`src/rtl/video_axi_read_arbiter_if.sv`:
```
// video_axi_read_arbiter_if: bus bundle around the video read arbiter.
// Carries both requester AR/R channels (s0_*, s1_*) and the shared AXI4 read master (axi_*).
// Modports:
//   slave  - the arbiter's view (takes requests, drives the AXI master side)
//   master - the surrounding system's view (requesters plus interconnect)
interface video_axi_read_arbiter_if;
    logic        s0_ar_valid, s0_ar_ready, s0_r_valid, s0_r_ready, s0_r_last;
    logic [31:0] s0_ar_addr, s0_r_data;
    logic [7:0]  s0_ar_len;
    logic        s1_ar_valid, s1_ar_ready, s1_r_valid, s1_r_ready, s1_r_last;
    logic [31:0] s1_ar_addr, s1_r_data;
    logic [7:0]  s1_ar_len;
    logic        axi_ar_valid, axi_ar_ready, axi_r_valid, axi_r_ready, axi_r_payload_last;
    logic [31:0] axi_ar_payload_addr, axi_r_payload_data;
    logic [7:0]  axi_ar_payload_len;
    logic [1:0]  axi_ar_payload_burst;
    modport slave (
        input  s0_ar_valid, s0_ar_addr, s0_ar_len, s0_r_ready,
        input  s1_ar_valid, s1_ar_addr, s1_ar_len, s1_r_ready,
        input  axi_ar_ready, axi_r_valid, axi_r_payload_data, axi_r_payload_last,
        output s0_ar_ready, s0_r_valid, s0_r_data, s0_r_last,
        output s1_ar_ready, s1_r_valid, s1_r_data, s1_r_last,
        output axi_ar_valid, axi_ar_payload_addr, axi_ar_payload_len, axi_ar_payload_burst, axi_r_ready
    );
    modport master (
        output s0_ar_valid, s0_ar_addr, s0_ar_len, s0_r_ready,
        output s1_ar_valid, s1_ar_addr, s1_ar_len, s1_r_ready,
        output axi_ar_ready, axi_r_valid, axi_r_payload_data, axi_r_payload_last,
        input  s0_ar_ready, s0_r_valid, s0_r_data, s0_r_last,
        input  s1_ar_ready, s1_r_valid, s1_r_data, s1_r_last,
        input  axi_ar_valid, axi_ar_payload_addr, axi_ar_payload_len, axi_ar_payload_burst, axi_r_ready
    );
endinterface

```
`src/rtl/video_axi_read_arbiter.sv`:
```
// video_axi_read_arbiter: shares one AXI4 INCR read master between the video fetcher (s0) and a DMA/CPU reader (s1).
// Ports:
//   clk, reset - system clock, synchronous active-high reset
//   bus        - video_axi_read_arbiter_if.slave: s0/s1 requester AR+R channels and the AXI read master
//   busy       - high whenever a burst is being issued or received
// Optional macro VIDEO_ARB_STATS_EN adds parameter CNT_W and outputs
//   stat_s0_bursts, stat_s1_bursts (saturating grant counts) and stat_s1_wait_max (longest s1 wait in cycles).
// One burst is in flight at a time; s0 has priority, but after MAX_HP_BURSTS back-to-back s0 grants
// with s1 waiting, s1 wins the next arbitration.
module video_axi_read_arbiter #(
    parameter int MAX_HP_BURSTS = 4
`ifdef VIDEO_ARB_STATS_EN
    , parameter int CNT_W = 16
`endif
) (
    input  logic clk,
    input  logic reset,
    video_axi_read_arbiter_if.slave bus,
    output logic busy
`ifdef VIDEO_ARB_STATS_EN
    , output logic [CNT_W-1:0] stat_s0_bursts,
    output logic [CNT_W-1:0] stat_s1_bursts,
    output logic [CNT_W-1:0] stat_s1_wait_max
`endif
);
    localparam int HW = $clog2(MAX_HP_BURSTS + 1);
    localparam logic [HW-1:0] HP_MAX = HW'(MAX_HP_BURSTS);
    typedef enum logic [1:0] {IDLE, ADDR, DATA} state_t;
    state_t state;
    logic owner;
    logic [HW-1:0] hp_run;
    logic idle, data, grant0, grant1, own_ready;
    // Handshake outputs are suppressed while reset is held so nothing is accepted or forwarded.
    assign idle = state == IDLE && !reset;
    assign data = state == DATA && !reset;
    assign grant1 = idle && bus.s1_ar_valid && (!bus.s0_ar_valid || hp_run == HP_MAX);
    assign grant0 = idle && bus.s0_ar_valid && !grant1;
    assign own_ready = owner ? bus.s1_r_ready : bus.s0_r_ready;
    assign busy = state != IDLE;
    assign bus.s0_ar_ready = grant0;
    assign bus.s1_ar_ready = grant1;
    // R beats outside DATA are protocol errors: never forwarded, never accepted.
    assign bus.s0_r_valid = data && !owner && bus.axi_r_valid;
    assign bus.s1_r_valid = data && owner && bus.axi_r_valid;
    assign bus.axi_r_ready = data && own_ready;
    assign bus.s0_r_data = bus.axi_r_payload_data;
    assign bus.s1_r_data = bus.axi_r_payload_data;
    assign bus.s0_r_last = bus.axi_r_payload_last;
    assign bus.s1_r_last = bus.axi_r_payload_last;
    assign bus.axi_ar_payload_burst = 2'd1;
    always_ff @(posedge clk) begin
        if (reset) begin
            state <= IDLE;
            owner <= 1'b0;
            hp_run <= '0;
            bus.axi_ar_valid <= 1'b0;
            bus.axi_ar_payload_addr <= '0;
            bus.axi_ar_payload_len <= '0;
        end else begin
            case (state)
                IDLE: if (grant0 || grant1) begin
                    state <= ADDR;
                    owner <= grant1;
                    bus.axi_ar_valid <= 1'b1;
                    bus.axi_ar_payload_addr <= grant1 ? bus.s1_ar_addr : bus.s0_ar_addr;
                    bus.axi_ar_payload_len <= grant1 ? bus.s1_ar_len : bus.s0_ar_len;
                    // hp_run counts s0 wins only while s1 is actually waiting.
                    hp_run <= (grant1 || !bus.s1_ar_valid) ? '0 : hp_run + HW'(hp_run != HP_MAX);
                end
                ADDR: if (bus.axi_ar_ready) begin
                    bus.axi_ar_valid <= 1'b0;
                    state <= DATA;
                end
                DATA: if (bus.axi_r_valid && bus.axi_r_ready && bus.axi_r_payload_last) state <= IDLE;
                default: state <= IDLE;
            endcase
        end
    end
`ifdef VIDEO_ARB_STATS_EN
    logic [CNT_W-1:0] wait_run, wait_nxt;
    assign wait_nxt = (bus.s1_ar_valid && !grant1) ? wait_run + CNT_W'(~&wait_run) : '0;
    always_ff @(posedge clk) begin
        if (reset) begin
            stat_s0_bursts <= '0;
            stat_s1_bursts <= '0;
            stat_s1_wait_max <= '0;
            wait_run <= '0;
        end else begin
            stat_s0_bursts <= stat_s0_bursts + CNT_W'(grant0 && ~&stat_s0_bursts);
            stat_s1_bursts <= stat_s1_bursts + CNT_W'(grant1 && ~&stat_s1_bursts);
            wait_run <= wait_nxt;
            if (wait_nxt > stat_s1_wait_max) stat_s1_wait_max <= wait_nxt;
        end
    end
`endif
endmodule

```
`src/flat_wrapper.sv`:
```
// flat-port wrapper written by rule: the top's interface ports become plain ports
module video_axi_read_arbiter_flat 
#(
    parameter int MAX_HP_BURSTS = 4

)
  (clk, reset, busy, bus_s0_ar_valid, bus_s0_ar_addr, bus_s0_ar_len, bus_s0_r_ready, bus_s1_ar_valid, bus_s1_ar_addr, bus_s1_ar_len, bus_s1_r_ready, bus_axi_ar_ready, bus_axi_r_valid, bus_axi_r_payload_data, bus_axi_r_payload_last, bus_s0_ar_ready, bus_s0_r_valid, bus_s0_r_data, bus_s0_r_last, bus_s1_ar_ready, bus_s1_r_valid, bus_s1_r_data, bus_s1_r_last, bus_axi_ar_valid, bus_axi_ar_payload_addr, bus_axi_ar_payload_len, bus_axi_ar_payload_burst, bus_axi_r_ready);
  video_axi_read_arbiter_if bus_i ();
  input  logic clk;
  input  logic reset;
  output logic busy;
  input wire logic [$bits(bus_i.s0_ar_valid)-1:0] bus_s0_ar_valid;
  input wire logic [$bits(bus_i.s0_ar_addr)-1:0] bus_s0_ar_addr;
  input wire logic [$bits(bus_i.s0_ar_len)-1:0] bus_s0_ar_len;
  input wire logic [$bits(bus_i.s0_r_ready)-1:0] bus_s0_r_ready;
  input wire logic [$bits(bus_i.s1_ar_valid)-1:0] bus_s1_ar_valid;
  input wire logic [$bits(bus_i.s1_ar_addr)-1:0] bus_s1_ar_addr;
  input wire logic [$bits(bus_i.s1_ar_len)-1:0] bus_s1_ar_len;
  input wire logic [$bits(bus_i.s1_r_ready)-1:0] bus_s1_r_ready;
  input wire logic [$bits(bus_i.axi_ar_ready)-1:0] bus_axi_ar_ready;
  input wire logic [$bits(bus_i.axi_r_valid)-1:0] bus_axi_r_valid;
  input wire logic [$bits(bus_i.axi_r_payload_data)-1:0] bus_axi_r_payload_data;
  input wire logic [$bits(bus_i.axi_r_payload_last)-1:0] bus_axi_r_payload_last;
  output wire logic [$bits(bus_i.s0_ar_ready)-1:0] bus_s0_ar_ready;
  output wire logic [$bits(bus_i.s0_r_valid)-1:0] bus_s0_r_valid;
  output wire logic [$bits(bus_i.s0_r_data)-1:0] bus_s0_r_data;
  output wire logic [$bits(bus_i.s0_r_last)-1:0] bus_s0_r_last;
  output wire logic [$bits(bus_i.s1_ar_ready)-1:0] bus_s1_ar_ready;
  output wire logic [$bits(bus_i.s1_r_valid)-1:0] bus_s1_r_valid;
  output wire logic [$bits(bus_i.s1_r_data)-1:0] bus_s1_r_data;
  output wire logic [$bits(bus_i.s1_r_last)-1:0] bus_s1_r_last;
  output wire logic [$bits(bus_i.axi_ar_valid)-1:0] bus_axi_ar_valid;
  output wire logic [$bits(bus_i.axi_ar_payload_addr)-1:0] bus_axi_ar_payload_addr;
  output wire logic [$bits(bus_i.axi_ar_payload_len)-1:0] bus_axi_ar_payload_len;
  output wire logic [$bits(bus_i.axi_ar_payload_burst)-1:0] bus_axi_ar_payload_burst;
  output wire logic [$bits(bus_i.axi_r_ready)-1:0] bus_axi_r_ready;
  assign bus_i.s0_ar_valid = bus_s0_ar_valid;
  assign bus_i.s0_ar_addr = bus_s0_ar_addr;
  assign bus_i.s0_ar_len = bus_s0_ar_len;
  assign bus_i.s0_r_ready = bus_s0_r_ready;
  assign bus_i.s1_ar_valid = bus_s1_ar_valid;
  assign bus_i.s1_ar_addr = bus_s1_ar_addr;
  assign bus_i.s1_ar_len = bus_s1_ar_len;
  assign bus_i.s1_r_ready = bus_s1_r_ready;
  assign bus_i.axi_ar_ready = bus_axi_ar_ready;
  assign bus_i.axi_r_valid = bus_axi_r_valid;
  assign bus_i.axi_r_payload_data = bus_axi_r_payload_data;
  assign bus_i.axi_r_payload_last = bus_axi_r_payload_last;
  assign bus_s0_ar_ready = bus_i.s0_ar_ready;
  assign bus_s0_r_valid = bus_i.s0_r_valid;
  assign bus_s0_r_data = bus_i.s0_r_data;
  assign bus_s0_r_last = bus_i.s0_r_last;
  assign bus_s1_ar_ready = bus_i.s1_ar_ready;
  assign bus_s1_r_valid = bus_i.s1_r_valid;
  assign bus_s1_r_data = bus_i.s1_r_data;
  assign bus_s1_r_last = bus_i.s1_r_last;
  assign bus_axi_ar_valid = bus_i.axi_ar_valid;
  assign bus_axi_ar_payload_addr = bus_i.axi_ar_payload_addr;
  assign bus_axi_ar_payload_len = bus_i.axi_ar_payload_len;
  assign bus_axi_ar_payload_burst = bus_i.axi_ar_payload_burst;
  assign bus_axi_r_ready = bus_i.axi_r_ready;
  video_axi_read_arbiter #(.MAX_HP_BURSTS(MAX_HP_BURSTS)) u_core (.clk(clk), .reset(reset), .bus(bus_i), .busy(busy));
endmodule
```
`config.mk`:
```
export PLATFORM = sky130hd
export DESIGN_NAME = video_axi_read_arbiter_flat
export DESIGN_NICKNAME = d
export VERILOG_FILES = /design/src/rtl/video_axi_read_arbiter_if.sv /design/src/rtl/video_axi_read_arbiter.sv /design/src/flat_wrapper.sv
export SDC_FILE = /design/constraint.sdc
export NUM_CORES = 1
export LEC_CHECK = 0
export CORE_MARGIN = 5
export CORE_UTILIZATION = 34
export DETAILED_ROUTE_END_ITERATION = 10
export PLACE_DENSITY = 0.9
export SKIP_LAST_GASP = 1
export SYNTH_ARGS = -nofsm -noshare
export SYNTH_HDL_FRONTEND = slang
export SYNTH_SLANG_ARGS = --single-unit
export TNS_END_PERCENT = 50
```
`constraint.sdc`:
```
create_clock -name clk -period 3.06 [get_ports clk]
set_input_delay 0.612 -clock clk [delete_from_list [all_inputs] [get_ports clk]]
set_output_delay 0.612 -clock clk [all_outputs]
set_load 0.005 [all_outputs]
```
---- Word level (Yosys, flattened, before mapping) ----
Index checks and enable logic that the tools add are counted.
operators by class
  $add $sub $neg .......................... 1
  equal/unequal tests ..................... 7
  multiplexer cells ....................... 11
  reduce and logical (&&, ||, !) cells .... 27
operator list
  operator                                       count
  two-way mux 32 bit                             1
  logical AND 1 bit                              13
  two-way mux 8 bit                              1
  two-way mux 2 bit                              3
  inequality test 2 bit, second input constant   3
  case mux 2 bit (3 select lines)                1
  AND reduction 3 bit                            2
  logical NOT 1 bit                              5
  nonzero test 2 bit                             2
  adder 3 x 1 -> 3 bit                           1
  == test 3 bit, second input constant           1
  logical OR 1 bit                               3
  two-way mux 1 bit                              3
  two-way mux 3 bit                              1
  inequality test 3 bit, second input constant   1
  == test 2 x 1 -> 1 bit, second input constant  1
  == test 2 bit, second input constant           1
  logical NOT 2 bit                              1
  case mux 1 bit (2 select lines)                1
  AND reduction 2 bit                            1
storage, ports and cells
  register bits ........................... 47
  bits of input ports ..................... 121
  output and inout bits ................... 115
  word-level logic and storage cells ...... 52

---- Longest topological paths before layout ----
Gate-level depths: netlist (run 1).
  word-level depth ........................ 9
  gate-level depth with buffers ........... 7
  mapped depth without buffers ............ 7

---- Worst setup path before layout (run 1) ----
No wires, ideal clock.
  path kind ............................... input -> output
  from .................................... input bus_s0_ar_valid
  to ...................................... output bus_s0_ar_ready
  data arrival time ....................... 1.325 ns
  data required time ...................... 2.448 ns
  slack ................................... 1.123 ns
  cell stages on the path ................. 5
  buffers on the path ..................... 1
  path through ............................ inv_1 -> o211ai_4 -> inv_2 -> buf_4 -> nor3_1
between the ends
  cells in the longest elaborated chain, start to end .. 5
  elaborated cells on any way between the ends .. 6
  classes of those cells .................. reduce/logical: 6
ends and longest elaborated chain
  what                       line                          RTL
  start: declaration         flat_wrapper.sv:12            input wire logic [$bits(bus_i.s0_ar_valid)-1:0] bus_s0_ar_valid;
  logical NOT 1 bit          video_axi_read_arbiter.sv:36  assign grant1 = idle && bus.s1_ar_valid && (!bus.s0_ar_valid || hp_run == HP_MAX);
  logical OR 1 bit           video_axi_read_arbiter.sv:36
  logical AND 1 bit          video_axi_read_arbiter.sv:36
  named net bus_s1_ar_ready  flat_wrapper.sv:28            output wire logic [$bits(bus_i.s1_ar_ready)-1:0] bus_s1_ar_ready;
  logical NOT 1 bit          video_axi_read_arbiter.sv:37  assign grant0 = idle && bus.s0_ar_valid && !grant1;
  logical AND 1 bit          video_axi_read_arbiter.sv:37
  end: declaration           flat_wrapper.sv:24            output wire logic [$bits(bus_i.s0_ar_ready)-1:0] bus_s0_ar_ready;
The timed path passes the listed nets, and every way through them passes these cells.

---- Final worst setup path (run 1) ----
  from .................................... input bus_s0_ar_valid
  to ...................................... output bus_s0_ar_ready
between the ends
  cells in the longest elaborated chain, start to end .. 5
  elaborated cells on any way between the ends .. 6
  classes of those cells .................. reduce/logical: 6
ends and longest elaborated chain
  what                   line
  logical NOT 1 bit      video_axi_read_arbiter.sv:36
  logical OR 1 bit       video_axi_read_arbiter.sv:36
  logical AND 1 bit      video_axi_read_arbiter.sv:36
  logical NOT 1 bit      video_axi_read_arbiter.sv:37
  logical AND 1 bit (*)  video_axi_read_arbiter.sv:37
Every way passes the cells marked *; elsewhere a longest branch is shown, timed or not.

==> impl_metrics.tcl, run 1 <==
set metrics [dict create \
    clk_pin_slew_ns 0.08 \
    syn_area_mm2 0.00260 \
    slew_headroom_pct 50.8 \
    cts_made_buffers 5 \
    clock_latency_ns 0.30 \
    drv_slew 0 \
    yosysUniqueCellTypes 30 \
    hold_violations 0 \
    top_layer_used "met4" \
    drive_gt1_share_pct 6.39 \
    grt_max_degree 46 \
    hp-start "u_core.bus.axi_ar_valid" \
    io_buffers 137 \
    cts.sink_count 47 \
    stdcell_count 509 \
    grt_pass1_vias 2626 \
    design_area_mm2 0.00369 \
    layout.nets 529 \
    grt.total_usage_pct 17.1 \
    cts_tree "yes" \
    final_util_pct 48.5 \
    post_drt_wl_per_cell_um 17.0 \
    reg2reg_to "u_core.hp_run[1]" \
    timing.final.crit_share_pct 94.6 \
    netlist_instances 341 \
    dp.cells 501 \
    crit_type "in2out" \
    combPwrFrac_pct 30.4 \
    irDropWorstVdd_mv 0.230 \
    die_y_um 97.5 \
    multi_input_area_mm2 0.00104 \
    rsz0062_at_grt "false" \
    yosys.area.top_type_share_pct 36.2 \
    p_per_area_mw_per_mm2 473 \
    routabilityCongestion 0.774 \
    wl_mm 8.63 \
    postPlaceCellArea_mm2 0.00357 \
    ys_warn_count 0 \
    dr.pass1.iters 5 \
    cp-start-kind "input port" \
    drv_cap 0 \
    grt_pass1_wl_mm 13.4 \
    p_int_mw 1.27 \
    area_growth_pct 41.7 \
    core_mm2 0.00761 \
    num_antenna_cells 0 \
    vias 2550 \
    fmax_mhz 346 \
    fin_worst_skew_ns 0.0114 \
    cp_data_required_time_ns 2.45 \
    seqCellArea_um2 941 \
    drtIter0Drc 72 \
    fillers 710 \
    total_power_mw 1.74 \
    dieArea_mm2 0.00950 \
    ys_seq_area_share_pct 36.2 \
    drc 0 \
    syn_nets 464 \
    htreeDepth 2 \
    antenna_found_initial 0 \
    min_to "u_core.bus.axi_ar_valid" \
    worst_r2r_startpoint "u_core.state[1]" \
    holdPathStages 2 \
    r2r_slack_ns 1.26 \
    power_frac_clock_pct 27.1 \
    ios 236 \
    wl_met1_mm 3.05 \
    clockBufferDepth 2 \
    cts_resized 0 \
    min_path_type "reg2reg" \
    cp_max_fo 4 \
    status "finished, final reports clean" \
    layout_common_cells "clkdlybuf4s50_1 (137), a21oi_1 (80), nand2_1 (47), dfxtp_1 (47), o21ai_0 (32)" \
    cts_hold_buf 0 \
    mostFrequentLayoutCell "clkdlybuf4s50_1" \
    worst_pin_slew_ns 0.729 \
    synthTopCellsByArea "dfxtp_1 (36%), buf_4 (20%), a21oi_1 (15%), nand2_1 (6.8%), o21ai_0 (6.2%)" \
    leakagePower_nw 1.49 \
    dr_wl_met3_um 919 \
    overflow 0 \
    fin_crit_ns 2.89 \
    ant_nets 0 \
    via_per_inst 5.01 \
    dp_hpwl_mm 6.58 \
    chipWidth_um 97.5 \
    clockRootBuffer "clkbuf_8" \
    postCtsSetupRepairBufs 0 \
    fin_setup_tns_ns 0 \
    initial_utilization_pct 34.2 \
    ys_ff_latch 47 \
    cp-end-kind "output port" \
    avgSynthCellArea_um2 7.63 \
    power_frac_seq_pct 42.4 \
    setup_viol 0 \
    wl_met2_mm 4.56 \
    yosysTopAreaCell "dfxtp_1" \
    arrival_ns 2.28 \
    p_switching_uw 476 \
    swShare_pct 27.3 \
    rows 32 \
    rr_worst_depth 5 \
]
==> Yosys cell counts <==
cell      number
nand2_1       47
nand3b_1       1
inv_2          1
o311ai_0       1
clkbuf_1      12
o41ai_1        1
mux2i_1        1
inv_1          5
ha_1           2
buf_2          4
o211ai_1       1
o21ai_0       32
nor3b_2        2
nor2_1        14
o21ai_2        1
a21oi_1       80
a211oi_2       2
buf_6          1
or2_1          1
nand3_1        1
a211oi_1       3
nor3_4         1
conb_1         2
or3_1          1
o211ai_4       1
o21ai_1        3
dfxtp_1       47
xnor2_1        1
buf_4         71
nor3_1         1
==> flip-flops by register name, indices dropped and copies added (netlist names) <==
signal / cells
u_core.bus.axi_ar_payload_len: 8
u_core.hp_run: 3
u_core.state: 2
u_core.bus.axi_ar_valid: 1
u_core.owner: 1
u_core.bus.axi_ar_payload_addr: 32
==> area by class of cell <==
| class | instances | area share (%) |
|---|---|---|
| multi-input combinational | 200 | 28.2 |
| sequential | 47 | 25.5 |
| tap | 102 | 3.46 |
| timing repair buffer | 146 | 39.0 |
| clock inverter | 2 | 0.950 |
| clock buffer | 6 | 2.24 |
| inverter | 6 | 0.611 |
==> per-stage QoR <==
stage / setup WS (ns) / hold WS, ns
detailed placement: 0.155 / 0.460
global placement: 0.254 / 0.444
floorplan: 1.12 / 0.453
global route: 0.0454 / 0.496
CTS: 0.152 / 0.475
finish: 0.167 / 0.474
==> critical path: stages <==
cell and delay (ns):
clkdlybuf4s50_1 0.55, inv_1 0.12, o211ai_4 0.20, inv_2 0.08, nor3_1 0.17, clkdlybuf4s50_1 0.54
==> power by group through the flow <==
stage	logic, mW	clock network [mW]	registers, mW
after floorplan	0.259	0	0.754
after global placement	0.520	0	0.748
after detailed placement	0.533	0	0.753
after CTS	0.536	0.493	0.740
after global routing	0.576	0.522	0.750
final	0.531	0.473	0.740
==> logic make-up (layout without fill, tap and decap cells) <==
family / after synthesis / in the layout / share of synthesized area (%)
and+or+nand+nor: 69 / 69 / 11.5
DFF: 47 / 47 / 36.2
AOI/OAI and AO/OA: 125 / 125 / 26.1
muxes: 1 / 1 / 0.385
adders and majority gates: 2 / 2 / 0.961
buffers and inverters: 94 / 160 / 24.3
other: 2 / 2 / 0.289
xor gates and xnor gates: 1 / 1 / 0.337
==> metal layers <==
metal,vias to the layer above,global-route usage [%]
met2,169,33.4
met4,0,3.94
met1,1165,16.5
met5,-,0
li1,1204,-
met3,12,6.89
==> worst max-delay path by stage <==
stage	slack, ns	cells past startpoint	startpoint	to
2_1_floorplan	1.12	5	bus_s0_ar_valid	bus_s0_ar_ready
3_3_place_gp	0.25	6	bus_s0_ar_valid	bus_s0_ar_ready
3_5_place_dp	0.16	6	bus_s0_ar_valid	bus_s0_ar_ready
4_1_cts	0.15	6	bus_s0_ar_valid	bus_s0_ar_ready
5_1_grt	0.05	6	bus_s0_ar_valid	bus_s0_ar_ready
6_report	0.17	6	bus_s0_ar_valid	bus_s0_ar_ready
Power figures use the tool's default switching activity.
==> inputs of run 2 (changes only) <==
--- a/config.mk
+++ b/config.mk
@@ -5,6 +5,7 @@
 export SDC_FILE = /design/constraint.sdc
 export NUM_CORES = 1
 export LEC_CHECK = 0
+export CAP_MARGIN = 20
 export CORE_MARGIN = 5
 export CORE_UTILIZATION = 34
 export DETAILED_ROUTE_END_ITERATION = 10
==> results of run 2 <==
Same layout as run 1: the final DEF is identical, and so are final timing and power.
